[config.mk]
export PLATFORM = sky130hd
export DESIGN_NAME = vga_fb_reader_flat
export DESIGN_NICKNAME = d
export VERILOG_FILES = /design/src/rtl/vga_fb_if.sv /design/src/rtl/vga_fb_reader.sv /design/src/flat_wrapper.sv
export SDC_FILE = /design/constraint.sdc
export NUM_CORES = 1
export LEC_CHECK = 0
export BUFFER_PORTS_ARGS = -buffer_cell sky130_fd_sc_hd__clkbuf_2
export CORE_ASPECT_RATIO = 1.25
export CORE_MARGIN = 2
export CORE_UTILIZATION = 31
export CTS_BUF_LIST = sky130_fd_sc_hd__clkbuf_8 sky130_fd_sc_hd__clkbuf_16
export DETAILED_ROUTE_END_ITERATION = 8
export GPL_ROUTABILITY_DRIVEN = 0
export PLACE_DENSITY_LB_ADDON = 0.2
export SYNTH_ARGS = -nofsm -noshare
export SYNTH_HDL_FRONTEND = slang
export SYNTH_SLANG_ARGS = --single-unit
[constraint.sdc]
create_clock -name clock_25 -period 2.6 [get_ports clock_25]
set_input_delay 0.13 -clock clock_25 [delete_from_list [all_inputs] [get_ports clock_25]]
set_output_delay 0.13 -clock clock_25 [all_outputs]
set_load 0.05 [all_outputs]
[src/rtl/vga_fb_if.sv]
// Pixel-side bundle between the sync generator, framebuffer RAM and the VGA connector.
// The reader uses the slave view; whoever drives pixels and the RAM uses master.
interface vga_fb_if;
  logic [9:0]  pixel_x;
  logic [9:0]  pixel_y;
  logic        display_on;
  logic        h_sync;
  logic        v_sync;
  logic [7:0]  cursor_x;
  logic [6:0]  cursor_y;
  logic [14:0] fb_raddr;
  logic        fb_ren;
  logic [2:0]  fb_rdata;
  logic [3:0]  vga_r;
  logic [3:0]  vga_g;
  logic [3:0]  vga_b;
  logic        vga_hs;
  logic        vga_vs;
  logic        frame_tick;
  logic [7:0]  frame_count;

  modport slave (
    input  pixel_x, pixel_y, display_on, h_sync, v_sync, cursor_x, cursor_y, fb_rdata,
    output fb_raddr, fb_ren, vga_r, vga_g, vga_b, vga_hs, vga_vs, frame_tick, frame_count
  );

  modport master (
    output pixel_x, pixel_y, display_on, h_sync, v_sync, cursor_x, cursor_y, fb_rdata,
    input  fb_raddr, fb_ren, vga_r, vga_g, vga_b, vga_hs, vga_vs, frame_tick, frame_count
  );
endinterface

[src/rtl/vga_fb_reader.sv]
// Two-stage pixel pipeline: framebuffer address + cursor hit, then RGB with cursor overlay.
// Syncs ride the same two registers so they never skew against the colour.
module vga_fb_reader #(
  parameter int FB_W        = 160,
  parameter int FB_H        = 120,
  parameter int SCALE_SHIFT = 2,
  parameter int CUR_SIZE    = 4,
  parameter int VA_END      = 480
) (
  input  logic     clock_25,
  input  logic     reset,
  vga_fb_if.slave  bus
);

  logic [9:0]  w_cx;
  logic [9:0]  w_cy;
  logic [14:0] w_addr;
  logic [9:0]  w_cur_x_end;
  logic [9:0]  w_cur_y_end;
  logic        w_hit;
  logic        w_bdry;

  logic [14:0] r_fb_raddr;
  logic        r_fb_ren;
  logic        r_act1;
  logic        r_hit1;
  logic        r_hs1;
  logic        r_vs1;
  logic [3:0]  r_r;
  logic [3:0]  r_g;
  logic [3:0]  r_b;
  logic        r_hs2;
  logic        r_vs2;
  logic [7:0]  r_cur_x_l;
  logic [6:0]  r_cur_y_l;
  logic        r_frame_tick;
  logic [7:0]  r_frame_count;

  assign w_cx   = bus.pixel_x >> SCALE_SHIFT;
  assign w_cy   = bus.pixel_y >> SCALE_SHIFT;
  assign w_addr = 15'(w_cy) * 15'(FB_W) + 15'(w_cx);

  // Widened end points so a cursor near the right/bottom edge clips instead of wrapping.
  assign w_cur_x_end = {2'b00, r_cur_x_l} + 10'(CUR_SIZE);
  assign w_cur_y_end = {3'b000, r_cur_y_l} + 10'(CUR_SIZE);

  assign w_hit = bus.display_on
              && (w_cx >= {2'b00, r_cur_x_l})  && (w_cx < w_cur_x_end) && (w_cx < 10'(FB_W))
              && (w_cy >= {3'b000, r_cur_y_l}) && (w_cy < w_cur_y_end) && (w_cy < 10'(FB_H));

  assign w_bdry = (bus.pixel_x == 10'd0) && (bus.pixel_y == 10'(VA_END));

  always_ff @(posedge clock_25 or posedge reset) begin
    if (reset) begin
      r_fb_raddr    <= '0;
      r_fb_ren      <= 1'b0;
      r_act1        <= 1'b0;
      r_hit1        <= 1'b0;
      r_hs1         <= 1'b1;
      r_vs1         <= 1'b1;
      r_r           <= '0;
      r_g           <= '0;
      r_b           <= '0;
      r_hs2         <= 1'b1;
      r_vs2         <= 1'b1;
      r_cur_x_l     <= '0;
      r_cur_y_l     <= '0;
      r_frame_tick  <= 1'b0;
      r_frame_count <= '0;
    end else begin
      r_fb_raddr <= bus.display_on ? w_addr : 15'd0;
      r_fb_ren   <= bus.display_on;
      r_act1     <= bus.display_on;
      r_hit1     <= w_hit;
      r_hs1      <= bus.h_sync;
      r_vs1      <= bus.v_sync;

      // RAM data arriving now belongs to the pixel captured in stage 1.
      if (!r_act1) begin
        r_r <= 4'h0;
        r_g <= 4'h0;
        r_b <= 4'h0;
      end else if (r_hit1) begin
        r_r <= 4'hF;
        r_g <= 4'hF;
        r_b <= 4'h0;
      end else begin
        r_r <= {4{bus.fb_rdata[2]}};
        r_g <= {4{bus.fb_rdata[1]}};
        r_b <= {4{bus.fb_rdata[0]}};
      end
      r_hs2 <= r_hs1;
      r_vs2 <= r_vs1;

      r_frame_tick <= w_bdry;
      if (w_bdry) begin
        r_cur_x_l     <= bus.cursor_x;
        r_cur_y_l     <= bus.cursor_y;
        r_frame_count <= r_frame_count + 8'd1;
      end
    end
  end

  assign bus.fb_raddr    = r_fb_raddr;
  assign bus.fb_ren      = r_fb_ren;
  assign bus.vga_r       = r_r;
  assign bus.vga_g       = r_g;
  assign bus.vga_b       = r_b;
  assign bus.vga_hs      = r_hs2;
  assign bus.vga_vs      = r_vs2;
  assign bus.frame_tick  = r_frame_tick;
  assign bus.frame_count = r_frame_count;

endmodule

[src/flat_wrapper.sv]
// flat-port wrapper written by rule: the top's interface ports become plain ports
module vga_fb_reader_flat 
#(
  parameter int FB_W        = 160,
  parameter int FB_H        = 120,
  parameter int SCALE_SHIFT = 2,
  parameter int CUR_SIZE    = 4,
  parameter int VA_END      = 480
)
  (clock_25, reset, bus_pixel_x, bus_pixel_y, bus_display_on, bus_h_sync, bus_v_sync, bus_cursor_x, bus_cursor_y, bus_fb_rdata, bus_fb_raddr, bus_fb_ren, bus_vga_r, bus_vga_g, bus_vga_b, bus_vga_hs, bus_vga_vs, bus_frame_tick, bus_frame_count);
  vga_fb_if bus_i ();
  input  logic clock_25;
  input  logic reset;
  input wire logic [$bits(bus_i.pixel_x)-1:0] bus_pixel_x;
  input wire logic [$bits(bus_i.pixel_y)-1:0] bus_pixel_y;
  input wire logic [$bits(bus_i.display_on)-1:0] bus_display_on;
  input wire logic [$bits(bus_i.h_sync)-1:0] bus_h_sync;
  input wire logic [$bits(bus_i.v_sync)-1:0] bus_v_sync;
  input wire logic [$bits(bus_i.cursor_x)-1:0] bus_cursor_x;
  input wire logic [$bits(bus_i.cursor_y)-1:0] bus_cursor_y;
  input wire logic [$bits(bus_i.fb_rdata)-1:0] bus_fb_rdata;
  output wire logic [$bits(bus_i.fb_raddr)-1:0] bus_fb_raddr;
  output wire logic [$bits(bus_i.fb_ren)-1:0] bus_fb_ren;
  output wire logic [$bits(bus_i.vga_r)-1:0] bus_vga_r;
  output wire logic [$bits(bus_i.vga_g)-1:0] bus_vga_g;
  output wire logic [$bits(bus_i.vga_b)-1:0] bus_vga_b;
  output wire logic [$bits(bus_i.vga_hs)-1:0] bus_vga_hs;
  output wire logic [$bits(bus_i.vga_vs)-1:0] bus_vga_vs;
  output wire logic [$bits(bus_i.frame_tick)-1:0] bus_frame_tick;
  output wire logic [$bits(bus_i.frame_count)-1:0] bus_frame_count;
  assign bus_i.pixel_x = bus_pixel_x;
  assign bus_i.pixel_y = bus_pixel_y;
  assign bus_i.display_on = bus_display_on;
  assign bus_i.h_sync = bus_h_sync;
  assign bus_i.v_sync = bus_v_sync;
  assign bus_i.cursor_x = bus_cursor_x;
  assign bus_i.cursor_y = bus_cursor_y;
  assign bus_i.fb_rdata = bus_fb_rdata;
  assign bus_fb_raddr = bus_i.fb_raddr;
  assign bus_fb_ren = bus_i.fb_ren;
  assign bus_vga_r = bus_i.vga_r;
  assign bus_vga_g = bus_i.vga_g;
  assign bus_vga_b = bus_i.vga_b;
  assign bus_vga_hs = bus_i.vga_hs;
  assign bus_vga_vs = bus_i.vga_vs;
  assign bus_frame_tick = bus_i.frame_tick;
  assign bus_frame_count = bus_i.frame_count;
  vga_fb_reader #(.FB_W(FB_W), .FB_H(FB_H), .SCALE_SHIFT(SCALE_SHIFT), .CUR_SIZE(CUR_SIZE), .VA_END(VA_END)) u_core (.clock_25(clock_25), .reset(reset), .bus(bus_i));
endmodule
==> results.yml, run 1 <==
timing:
  slew_headroom_pct: 34.6
  totalNegativeSetupSlack_ns: 0
  hold_viol: 0
  fmax_ghz: 0.418
  maxSlewViolCount: 0
  whs_ns: 0.0312
  clock_skew_ns: 0.00442
  rsz0062_at_grt: "false"
  worst_slack_ns: 0.206
  period_minus_slack_ns: 2.39
  setup_viol: 0
  tightest_slew_ns: 0.980
  fin_crit_sh_pct: 92.1
run:
  maxCapViolations: 0
cts:
  cts_resized: 0
  cts_sinks: 48
  path_clk_slew_ns: 0.07
  cts_buffers: 5
  clk-insertion-delay-late_ns: 0.29
  post_cts_buffers: 0
  htreeDepth: 2
  cts_tree: "done"
  cts_hold_buf: 2
  cts_max_path_buffers: 2
  clockRootBuffer: "clkbuf_16"
power:
  p_leak_nw: 2.00
  power_density_nw_per_um2: 527
  peakVddDrop_mv: 0.242
global_route:
  grt_overflow_total: 0
  grt_max_degree: 49
  first_global_vias: 2406
  grt_pass1_wl_um: 11700
  antenna_found_initial: 0
  grt_usage_pct: 13.9
detailed_routing:
  routed_wl_um: 6920
  wl_met2_um: 3330
  drt-met1-wl_um: 3100
  first_pass_iters: 4
  ant_nets: 0
  vias_per_cell: 4.63
  vias: 2389
  wl_met3_um: 363
  drt_iter0_drc: 54
  routed.top_layer: "met4"
  drc: 0
  wl_per_cell_um: 13.4
place:
  io_buffers: 81
  dp_hpwl_um: 5570
  dp_slack_ns: 0.0484
floorplan:
  die_x_um: 93.4
  core_um2: 9660
  core.rowCount: 40
  initial_core_util_pct: 32.1
  ios: 82
  die_area_um2: 10800
  die_height_um: 116
finish:
  diodes: 0
  layout-drive-gt1-share_pct: 26.9
  area_growth_pct: 23.2
  layout.nets: 479
  multi_input_area_um2: 1720
  seqCellArea_um2: 1210
  fillCellCount: 990
synthesis:
  yosys_most_used_dff: "dfrtp_1"
  synth_nets: 396
  synth-edff-count: 0
  ys_warn_count: 0
  yosys_register_bits: 48
  ys_types: 50
  synth_area_um2: 3100
  async_flop_share_pct: 100
  ys_seq_area_share_pct: 38.9
  syn-instance-count: 306
  avgSynthCellArea_um2: 10.1
worst_setup_path:
  critPathMaxFanout: 5
  arrival_ns: 2.63
  crit_chain: "ha_1 > nand3_1 > xnor2_1 > ha_1 > a2111o_1 > a31oi_1 > a21oi_1 > a2111oi_0 > buf_4"
  critical_path.max_stage_delay_ns: 0.43
  cpMostUsedCell: "ha_1"
  slowest_stage: "a2111oi_0"
  critPathKind: "flip-flop to flip-flop"
  critPathTopFamily: "compound AO/OA/AOI/OAI gates"
  path_buf_inv: 1
  required_ns: 2.83
  crit_path_start_kind: "flip-flop"
  end_kind: "flip-flop"
status:
  outcome: "complete, no violations"
worst_hold_path:
  hp-class: "primary input to flip-flop"
tightest hold or removal path, delay by kind of cell:
| kind | cells | cell delay [ns] |
|---|---|---|
| buffers and inverters | 1 | 0.08 |
| and+or+nand+nor | 2 | 0.08 |
flip-flops by register name (all words and copies together) (netlist names):
name / flops
u_core.r_vs1: 1
u_core.bus.frame_tick: 1
u_core.bus.vga_r: 1
u_core.r_cur_y_l: 7
u_core.bus.vga_b: 1
u_core.r_hit1: 1
u_core.bus.fb_raddr: 15
u_core.r_cur_x_l: 8
u_core.bus.vga_g: 1
u_core.bus.vga_vs: 1
u_core.bus.fb_ren: 1
u_core.bus.vga_hs: 1
u_core.r_hs1: 1
u_core.bus.frame_count: 8
report_power, final:
part	switching, W	internal, W	total [W]
Sequential	0.00000996	0.000782	0.000791
Clock	0.000289	0.000457	0.000746
Combinational	0.000313	0.000158	0.000471
cells in the mapped netlist, types with 5 or more instances:
library cell  instances  area share (%)
nand4_1               8             1.6
o21ai_0               5            0.81
and2_1                7             1.4
nand3_1               7             1.1
xnor2_1              18             5.1
dfrtp_1              44              36
nand2_1              22             2.7
a211oi_1              5             1.2
nor2_1               17             2.1
ha_1                 45              18
a21o_1                7             1.7
nor3_1                5            0.81
nor2b_1               5             1.0
inv_1                25             3.0
buf_4                 9             2.2
a21oi_1               6            0.97
o21ai_1              13             2.1
routing by layer:
layer | GRT usage, % | vias to the layer above
met1 | 17.4 | 1076
met4 | 5.00 | 0
met5 | 0 | -
met3 | 2.99 | 8
li1 | - | 1244
met2 | 23.5 | 61
logic make-up after synthesis:
group | count (synthesis) | synth area share, %
multiplexers | 4 | 1.45
buffers and inverters | 38 | 5.74
AO/OA/AOI/OAI | 57 | 12.6
XOR/XNOR | 22 | 6.22
AND/OR/NAND/NOR | 90 | 15.5
flip-flops | 48 | 38.9
adder cells (fa/ha/maj) | 47 | 19.5
through the flow:
step | instance area, um2 | util [%] | cells | power [W]
final | 3810 | 39.5 | 516 | 0.00201
after floorplan | 3100 | - | 306 | 0.00115
after global routing | 3810 | 39.5 | 516 | 0.00213
after CTS | 3810 | 39.5 | 516 | 0.00205
after global placement | 3620 | 37.5 | 506 | 0.00128
after detailed placement | 3620 | 37.5 | 506 | 0.00128
worst paths after layout:
kind | from | end | slack (ns) | depth (start not counted)
worst min-delay path | bus_fb_rdata[0] | u_core.bus.vga_b[2] | 0.03 | 3
worst max register to register | u_core.r_cur_x_l[2] | u_core.r_hit1 | 0.21 | 9
worst min register to register | u_core.r_hs1 | u_core.bus.vga_hs | 0.36 | 0
max in group asynchronous | reset | u_core.r_cur_y_l[0] | 1.94 | 2
worst max-delay path | u_core.r_cur_x_l[2] | u_core.r_hit1 | 0.21 | 9
min in group asynchronous | reset | u_core.bus.fb_raddr[0] | 0.06 | 2
cell type report:
type / count / area share [%]
repair buffers: 88 / 12.1
well taps: 126 / 4.13
inverters: 26 / 2.56
flip-flops and latches: 48 / 31.6
multi-input cells: 220 / 45.1
clock inverters: 3 / 1.21
clock buffers: 5 / 3.28
placed cells by master, fill, tap and decap left out, drive strengths merged, types with 8 or more instances in the layout:
cell and n:
nor2 17, inv 27, nand2 22, nand4 8, o21ai 18, clkbuf 86, ha 45, xnor2 18
dfrtp 44
No activity file was read; power rests on OpenSTA's default activity.
==> inputs of run 2 (changes only) <==
Settings changed: ABC_AREA from default to 1.
==> results.yml, run 2 <==
status:
  outcome: "complete, no violations"
worst_setup_path:
  crit_chain: "clkbuf_2 > ha_1 > ha_1 > inv_1 > fa_1 > nor2_1 > nand3_1 > nand2_1 > nand2_1 > nor2_2 > nand3_1 > nand2_1 > nand2_1 > nor2_1"
  cpMostUsedCell: "nand2_1"
  critPathMaxFanout: 6
  r2r_slack_ns: 0.68
  critPathTopFamily: "adder cells"
  r2r_cells: 12
  crit_path_start_kind: "primary input"
  reg2reg_from: "u_core.r_cur_x_l[2]"
  r2r_end: "u_core.r_hit1"
  worst-path-stages: 14
  slowest_stage: "fa_1"
  critical_path.max_stage_delay_ns: 0.42
  end_kind: "flip-flop"
  critPathKind: "primary input to flip-flop"
  critical_path.endpoint: "u_core.bus.fb_raddr[14]"
  required_ns: 2.81
  path_buf_inv: 2
  arrival_ns: 2.17
  startpoint: "bus_pixel_y[3]"
cts:
  cts_tree: "done"
  clockRootBuffer: "clkbuf_16"
  cts_max_path_buffers: 2
  cts_sinks: 48
  cts_buffers: 5
  clk-insertion-delay-late_ns: 0.29
  htreeDepth: 2
  path_clk_slew_ns: 0.06
  cts_resized: 0
global_route:
  antenna_found_initial: 0
  grt_max_degree: 49
  grt.busiest_layer: "met2"
  use_met3_pct: 2.19
  grt_pass1_wl_um: 12700
  grt_usage_pct: 13.0
  first_global_vias: 2823
  grt_use_met2_pct: 22.9
  grt_overflow_total: 0
  met1_usage_pct: 16.6
synthesis:
  synth_top_family_by_area: "simple AND/OR/NAND/NOR gates"
  ys_seq_area_share_pct: 35.4
  yosys_most_used_dff: "dfrtp_1"
  yosys.area.top_type: "dfrtp_1"
  synth_nets: 521
  synth_commonest_cells: "119 x nand2_1, 71 x inv_1, 45 x ha_1, 44 x dfrtp_1, 33 x nor2_1"
  synth_compound_area_share_pct: 7.30
  async_flop_share_pct: 100
  synthSimpleGateAreaFrac_pct: 24.9
  yosysTopAreaCellShare_pct: 32.3
  yosys_register_bits: 48
  ys_warn_count: 0
  synth.most_common_cell: "nand2_1"
  synth_area_um2: 3410
  avgSynthCellArea_um2: 7.91
  syn-instance-count: 431
  synth-edff-count: 0
  yosys.area_share.adder_pct: 17.7
  ys_types: 31
  synth.area.mux_share_pct: 0
  synth_xor_area_share_pct: 3.60
  ys_top_cells_by_area: "dfrtp_1 32%, ha_1 17%, nand2_1 13%"
timing:
  totalNegativeSetupSlack_ns: 0
  hold_viol: 0
  setup_viol: 0
  fmax_ghz: 0.512
  slew_headroom_pct: 33.2
  period_minus_slack_ns: 1.95
  clock_skew_ns: 0.00915
  tightest_slew_ns: 1.00
  rsz0062_at_grt: "false"
  fin_crit_sh_pct: 75.2
  maxSlewViolCount: 0
detailed_routing:
  vias: 2902
  ant_nets: 0
  drc: 0
  routed_wl_um: 7380
  vias_per_cell: 4.52
  wl_per_cell_um: 11.5
  drt_iter0_drc: 112
  first_pass_iters: 4
finish:
  layout.nets: 599
  seqCellArea_um2: 1210
  diodes: 0
  fillCellCount: 1141
  layout_commonest_cell: "nand2_1"
  largest_reg_flops: 15
  fin_util_pct: 38.4
  multi_input_area_um2: 1830
  layout_common_cells: "119 x nand2_1, 81 x clkbuf_2, 70 x inv_1, 45 x ha_1, 44 x dfrtp_1"
  layout-drive-gt1-share_pct: 22.7
  area_growth_pct: 20.0
floorplan:
  ios: 82
  die_x_um: 97.8
  die_height_um: 121
  core.rowCount: 42
  initial_core_util_pct: 32.0
  die_area_um2: 11900
  core_um2: 10700
run:
  maxCapViolations: 0
power:
  p_leak_nw: 2.37
  peakVddDrop_mv: 0.285
  power_density_nw_per_um2: 509
place:
  dp_hpwl_um: 6080
  io_buffers: 81
worst_hold_path:
  hp-class: "primary input to flip-flop"
run 2: cell types whose count changed in the layout (fill, tap and decap cells not counted), sizes merged, moves of 7 or more:
cell	before	now
nand2	22	120
a21o	7	0
inv	27	73
a21oi	6	17
xnor2	18	7
nand3	7	19
nor2	17	35
and2	7	0
run 2: logic make-up after synthesis:
family          count (synthesis)
buf+inv                        85
xor+xnor                       14
compound gates                 39
flops                          48
simple gates                  198
fa+ha+maj                      47
run 2: worst reg2reg max path: stages (launching register included):
cell	delay, ns
dfrtp_1	0.42
ha_1	0.24
xnor2_1	0.18
ha_1	0.25
nand2_1	0.08
inv_1	0.04
nand2_1	0.05
nand2_1	0.05
nand3_1	0.07
o21ai_0	0.07
nor2_1	0.11
nand3_1	0.08
nor2_1	0.20
run 2: worst min path at each step:
stage	slack (ns)	depth (start not counted)	start	to
floorplan	0.13	0	bus_h_sync	u_core.r_hs1
global placement	0.23	1	bus_v_sync	u_core.r_vs1
detailed placement	0.22	1	bus_h_sync	u_core.r_hs1
CTS	0.04	3	bus_cursor_x[5]	u_core.r_cur_x_l[5]
global route	0.05	3	bus_cursor_x[5]	u_core.r_cur_x_l[5]
finish	0.04	3	bus_fb_rdata[0]	u_core.bus.vga_b[2]
run 2: layer usage:
| metal | wire length [um] | share of wire [%] | vias to the layer above |
|---|---|---|---|
| met4 | 52 | 0.70 | 0 |
| met3 | 294 | 4.0 | 2 |
| met2 | 3610 | 49 | 72 |
| li1 | - | - | 1514 |
| met5 | 0 | 0 | - |
| met1 | 3430 | 46 | 1314 |
run 2: timing repair:
action / 4_1_cts / 5_1_grt
hold buffers: 2 / 0
endpoints found under the hold margin: 2 / 0
buffers inserted: 0 / 0
run 2: final cells by class:
class / count / area share [%]
multi-input cells: 298 / 44.6
flip-flops and latches: 48 / 29.5
repair buffers: 84 / 10.6
inverters: 72 / 6.60
well taps: 132 / 4.03
clock buffers: 5 / 3.06
clock inverters: 3 / 1.68
run 2: metrics by stage:
step	instance area [um2]	hold slack, ns	worst slack [ns]	power [W]	std cells
global placement	3880	0.228	0.407	0.00126	632
CTS	4090	0.0358	0.658	0.00213	642
global route	4090	0.0472	0.379	0.00220	642
floorplan	3410	0.134	0.708	0.00113	431
detailed placement	3880	0.221	0.371	0.00126	632
finish	4090	0.0429	0.646	0.00209	642
run 2: report_power, final:
part / internal (W) / switching, W / total, W
Clock: 0.000555 / 0.000288 / 0.000843
Sequential: 0.000779 / 0.00000955 / 0.000789
Combinational: 0.000131 / 0.000323 / 0.000454
